### src/rtl/sd_wb_sel_ctrl_unit.sv
// Wishbone byte-select generator for the SD data DMA path: latches a transfer's
// byte window while idle and masks the partial first/last words while enabled.
module sd_wb_sel_ctrl_unit #(
    parameter int BLKSIZE_W = 12,
    parameter int BLKCNT_W  = 16
) (
    input  logic                           wb_clk,
    input  logic                           rst,
    input  logic                           ena,
    input  logic [31:0]                    base_adr_i,
    input  logic [31:0]                    wbm_adr_i,
    input  logic [BLKSIZE_W+BLKCNT_W-1:0]  xfersize,
    output logic [3:0]                     wbm_sel_o
);

    localparam int XW = BLKSIZE_W + BLKCNT_W;

    logic [32:0] start_q, start_d;
    logic [32:0] end_q,   end_d;
    logic [3:0]  sel_q,   sel_d;

    // Only the word address matters; the low byte-offset bits are don't-care.
    logic unused_adr_bits;
    assign unused_adr_bits = ^wbm_adr_i[1:0];

    // Lane (3-k) is set when byte k of the word lies in [s, e); an untouched
    // word falls back to a full select.
    function automatic logic [3:0] sel_mask(input logic [29:0] word,
                                            input logic [32:0] s,
                                            input logic [32:0] e);
        logic [32:0] byte_adr;
        logic [3:0]  m;
        m = 4'h0;
        for (int k = 0; k < 4; k++) begin
            byte_adr = {1'b0, word, 2'b00} + 33'(k);
            m[3-k]   = (byte_adr >= s) && (byte_adr < e);
        end
        return (m == 4'h0) ? 4'hF : m;
    endfunction

    always_comb begin
        start_d = start_q;
        end_d   = end_q;
        sel_d   = 4'hF;
        if (!ena) begin
            start_d = {1'b0, base_adr_i};
            end_d   = {1'b0, base_adr_i} + {{(33-XW){1'b0}}, xfersize};
        end else begin
            sel_d   = sel_mask(wbm_adr_i[31:2], start_q, end_q);
        end
    end

    always_ff @(posedge wb_clk or posedge rst) begin
        if (rst) begin
            start_q <= '0;
            end_q   <= '0;
            sel_q   <= 4'hF;
        end else begin
            start_q <= start_d;
            end_q   <= end_d;
            sel_q   <= sel_d;
        end
    end

    assign wbm_sel_o = sel_q;

endmodule

### config.mk
export PLATFORM = sky130hd
export DESIGN_NAME = sd_wb_sel_ctrl_unit
export DESIGN_NICKNAME = d
export VERILOG_FILES = /design/src/rtl/sd_wb_sel_ctrl_unit.sv
export SDC_FILE = /design/constraint.sdc
export NUM_CORES = 1
export LEC_CHECK = 0
export BUFFER_PORTS_ARGS = -buffer_cell sky130_fd_sc_hd__buf_2
export CAP_MARGIN = 25
export CORE_ASPECT_RATIO = 0.75
export CORE_UTILIZATION = 55
export DETAILED_ROUTE_END_ITERATION = 8
export PLACE_DENSITY = 0.79
export SLEW_MARGIN = 20
export SYNTH_ARGS = -nofsm -noshare
export SYNTH_HDL_FRONTEND = slang
export SYNTH_SLANG_ARGS = --single-unit
### constraint.sdc
create_clock -name wb_clk -period 7.5 [get_ports wb_clk]
set_clock_uncertainty 0.2 [all_clocks]
set_input_delay 0.375 -clock wb_clk [delete_from_list [all_inputs] [get_ports wb_clk]]
set_output_delay 0.375 -clock wb_clk [all_outputs]
set_load 0.005 [all_outputs]
# Word-level counts from Yosys, hierarchy flattened
# Index checks and enable logic that the tools add are counted.
[word_totals]
input_bits = 95
regBits = 69
[classes]
reduce_logical = 5
n_lt_le_gt_ge = 8
muxes = 2
n_addsub = 4
[ops]
columns = ["operator", "count"]
rows = [
  ["33-bit by 32-bit greater-or-equal comparator with 1-bit output", 3],
  ["33-bit less-than comparator", 3],
  ["32-bit by 2-bit adder with 33-bit output, second input constant", 2],
  ["32-bit by 1-bit adder with 33-bit output, second input constant", 1],
  ["32-bit by 28-bit adder with 33-bit output", 1],
  ["32-bit by 33-bit less-than comparator with 1-bit output", 1],
  ["32-bit greater-or-equal comparator", 1],
  ["4-bit 2-to-1 mux", 2],
  ["1-bit logical AND", 4],
  ["4-bit zero test", 1],
]

# Longest topological paths before layout
[depth]
word_depth = 6
ltp_mapped = 12
mapped_depth_nobuf = 12

# Worst setup path after synthesis
# Ideal clock, no wire load.
[synth_timing]
path_type = "input to register"
startpoint = "input port base_adr_i[0]"
endpoint = "register end_q[30]"
t_arrival_ps = 2411
stages = 12
slack_ps = 4807
n_path_buf = 0
cell_sequence = "ha_1 inv_1 fa_1 nor2b_1 o31a_1 nor3_1 o21ai_2 a21oi_2 o21ai_2 a221oi_2 or3_1 a31oi_1"
[synth_between]
elab_chain_len = 1
[synth_lines]
columns = ["item", "line_no", "source"]
rows = [
  ["from (decl)", "10", "input logic [31:0] base_adr_i,"],
  ["32-bit by 28-bit adder with 33-bit output", "47", "end_d = {1'b0, base_adr_i} + {{(33-XW){1'b0}}, xfersize};"],
  ["to (signal assigned)", "60", "end_q <= end_d;"],
  ["to (decl)", "19", "logic [32:0] end_q, end_d;"],
]
# No other way between the ends.
# A chain may end at the register's enable or synchronous reset.

# Worst setup path in the final report
# Ends and elaborated chain as after synthesis.

==> run_results.csv <==
group,metric,value,unit
sta,tns,0,ns
sta,drv_slew,0,
clock_network,cts_setup_buffers,0,
synth,synth_seq_cells,69,
cells_and_area,final-instance-count-excl-fill,864,
global_route,grt_pass1_vias,5024,
critical_path,crit_type,"input port to flop",
placed_design,place.gp.congestion,0.878,
route,ant_nets,0,
cells_and_area,synthToLayoutAreaGrowth,16.7,%
critical_path,crit_arrival,3.00,ns
sta,min_period,2.95,ns
cells_and_area,drive_above_1_share,22.5,%
synth,yosys.area.top_type,"dfrtp_1",
placed_design,io_buffers,96,
sta,period_share,39.3,%
power_and_ir_drop,p_leak,3.48,nW
placed_design,dp.cells,848,
clock_network,cts_resized,0,
sta,relSlewSlack,37.3,%
critical_path,critical-path-top-delay-family,"compound AO/OA/AOI/OAI gates",
sta,achievable-frequency,339,MHz
route,drt_wl_total,13.9,mm
route,dr.pass1.iters,4,
floorplanning,core,9810,um^2
clock_network,cts_buffer_depth,2,
synth,synth_top_area_share,28.7,%
critical_path,critPathMaxFanout,5,
clock_network,clk_pin_slew,0.06,ns
synth,synth_warnings,0,
synth,ys_seq_area_share,30.6,%
synth,synth-edff-count,0,
synth,syn_area,5660,um^2
placed_design,hpwl,10.8,mm
route,vias_per_cell,5.76,
critical_path,path_buf_inv,2,
floorplanning,die_area,10700,um^2
clock_network,cts_inserted_buffers,9,
synth,syn_nets,815,
global_route,overflow,0,
global_route,grt.total_usage,28.0,%
power_and_ir_drop,powerDensity,204,nW/um^2
clock_network,clock-sinks,69,
global_route,grt_pass1_wl,23.8,mm
critical_path,crit_top_cell,"o21ai_2",
clock_network,ctsHoldBuffers,0,
flow_run,max-cap-violations,0,
critical_path,cp-end-kind,"flop",
synth,ys_types,60,
route,drc,0,
floorplanning,num_rows,31,
cells_and_area,fillCellCount,785,
critical_path,crit_required,7.56,ns
critical_path,cp_slowest_stage_delay,0.48,ns
synth,synthArstFlopShare,100,%
cells_and_area,final_core_util,67.3,%
clock_network,cts_tree,"done",
synth,synth_common_cells,"ha_1, inv_1, dfrtp_1, nand2_1, a21oi_1",
cells_and_area,fin_nets,913,
synth,synth_ff_type,"dfrtp_1",
sta,tightest_slew,0.940,ns
critical_path,critPathLaunchType,"input port",
power_and_ir_drop,peakVddDrop,0.000130,V
floorplanning,fp.dieW,119,um
critical_path,cp_slowest_cell,"a221oi_2",
floorplanning,die_h,89.8,um
synth,yosys-top-cells-area,"dfrtp_1, ha_1, mux2_2",
synth,netlist_instances,629,
route,num_vias,4973,
clock_network,h-tree-depth,3,
sta,hold_viol_final,0,
global_route,antenna_found_initial,0,
hold_path,min_path_type,"input port to flop",
clock_network,cts_root_buf,"clkbuf_16",
clock_network,clk_latency,0.34,ns
sta,rsz0062_at_grt,"false",
route,drtIter0Drc,308,
status,status,"finished, final reports clean",
synth,avgSynthCellArea,9.00,um^2
route,routedWlPerCell,16.1,um
floorplanning,start_util,57.7,%
cells_and_area,diodes,0,
synth,yosysMostFrequentCell,"ha_1",
sta,setup_viol,0,
critical_path,crit_path_cell_trace,"buf_2, ha_1, inv_1, fa_1, nor2b_1, o31a_1, nor3_1, o21ai_2, a21oi_2, o21ai_2, a221oi_2, o21ai_0, a31oi_1",
global_route,grt_max_degree,92,
floorplanning,ios,99,
-- cells in the final DEF, fill, tap and decap left out, types with 11 or more instances in the layout --
| master | synthesis | routed |
|---|---|---|
| mux2_2 | 30 | 30 |
| nor2_1 | 21 | 21 |
| buf_2 | 0 | 96 |
| xnor2_1 | 12 | 12 |
| o21ai_0 | 41 | 41 |
| ha_1 | 90 | 90 |
| inv_1 | 83 | 82 |
| nand4_1 | 16 | 16 |
| nand3_1 | 11 | 11 |
| nand2_1 | 50 | 50 |
| a21oi_1 | 44 | 44 |
| a21o_1 | 39 | 39 |
| dfrtp_1 | 65 | 65 |
-- kinds of logic after synthesis --
family	synth area share, %
XOR/XNOR	2.79
multiplexers	6.32
buffers and inverters	6.39
adder cells (fa/ha/maj)	20.3
AO/OA/AOI/OAI	22.4
flip-flops	30.6
AND/OR/NAND/NOR	11.2
-- through the flow --
stage | hold WS [ns] | worst slack, ns | cell area [um^2] | power (mW)
after global placement | 0.266 | 4.34 | 6280 | 0.848
final | 0.0853 | 4.55 | 6610 | 1.35
after global routing | 0.0860 | 4.31 | 6610 | 1.43
after detailed placement | 0.274 | 4.24 | 6280 | 0.873
after floorplan | 0.252 | 4.81 | 5660 | 0.749
after CTS | 0.0789 | 4.58 | 6610 | 1.35
-- registers in the layout, summed over array words and instances, names as in the netlist --
name,cells
wbm_sel_o,4
end_q,33
start_q,32
-- layout make-up --
type | instances | area (um^2) | share of cell area (%)
multi-input combinational | 464 | 3570 | 54.0
sequential | 69 | 1730 | 26.2
timing repair buffer | 98 | 495 | 7.50
inverter | 85 | 320 | 4.85
clock buffer | 12 | 256 | 3.88
tap | 132 | 165 | 2.50
clock inverter | 4 | 70.1 | 1.06
-- worst register-to-register path: stages (launching register included) --
cell      delay, ns
dfrtp_1        0.35
inv_1          0.05
ha_1           0.31
and3_1         0.24
a221o_1        0.34
a21oi_1        0.26
o21ai_1        0.16
a21oi_1        0.17
o21ai_1        0.07
and3_1         0.23
o311ai_1       0.34
-- report_power, final --
part | total, mW | leakage (nW) | internal, mW | switching [mW]
registers | 0.455 | 0.814 | 0.428 | 0.0275
logic | 0.420 | 2.51 | 0.187 | 0.233
clock network | 0.472 | 0.163 | 0.308 | 0.164
total | 1.35 | 3.48 | 0.923 | 0.424
-- per-layer routing --
| layer | GRT usage [%] | vias to the layer above | wire [um] |
|---|---|---|---|
| li1 | - | 2447 | - |
| met5 | 0 | - | 0 |
| met1 | 38.0 | 2335 | 6420 |
| met4 | 10.1 | 0 | 260 |
| met2 | 44.4 | 165 | 6430 |
| met3 | 5.08 | 26 | 825 |
-- worst paths after layout --
| check | from | to | slack (ns) | cells past startpoint |
|---|---|---|---|---|
| setup / recovery | base_adr_i[0] | end_q[30]$_DFFE_PP0N_ | 4.55 | 13 |
| hold / removal | base_adr_i[10] | start_q[10]$_DFFE_PP0N_ | 0.09 | 2 |
| setup reg to reg | start_q[7]$_DFFE_PP0N_ | wbm_sel_o[1]$_DFF_PP1_ | 4.68 | 10 |
| hold reg to reg | end_q[11]$_DFFE_PP0N_ | end_q[11]$_DFFE_PP0N_ | 0.28 | 2 |
| max in group asynchronous | rst | start_q[29]$_DFFE_PP0N_ | 6.42 | 3 |
| min in group asynchronous | rst | end_q[11]$_DFFE_PP0N_ | 0.11 | 3 |
No activity file was read; power rests on OpenSTA's default activity.
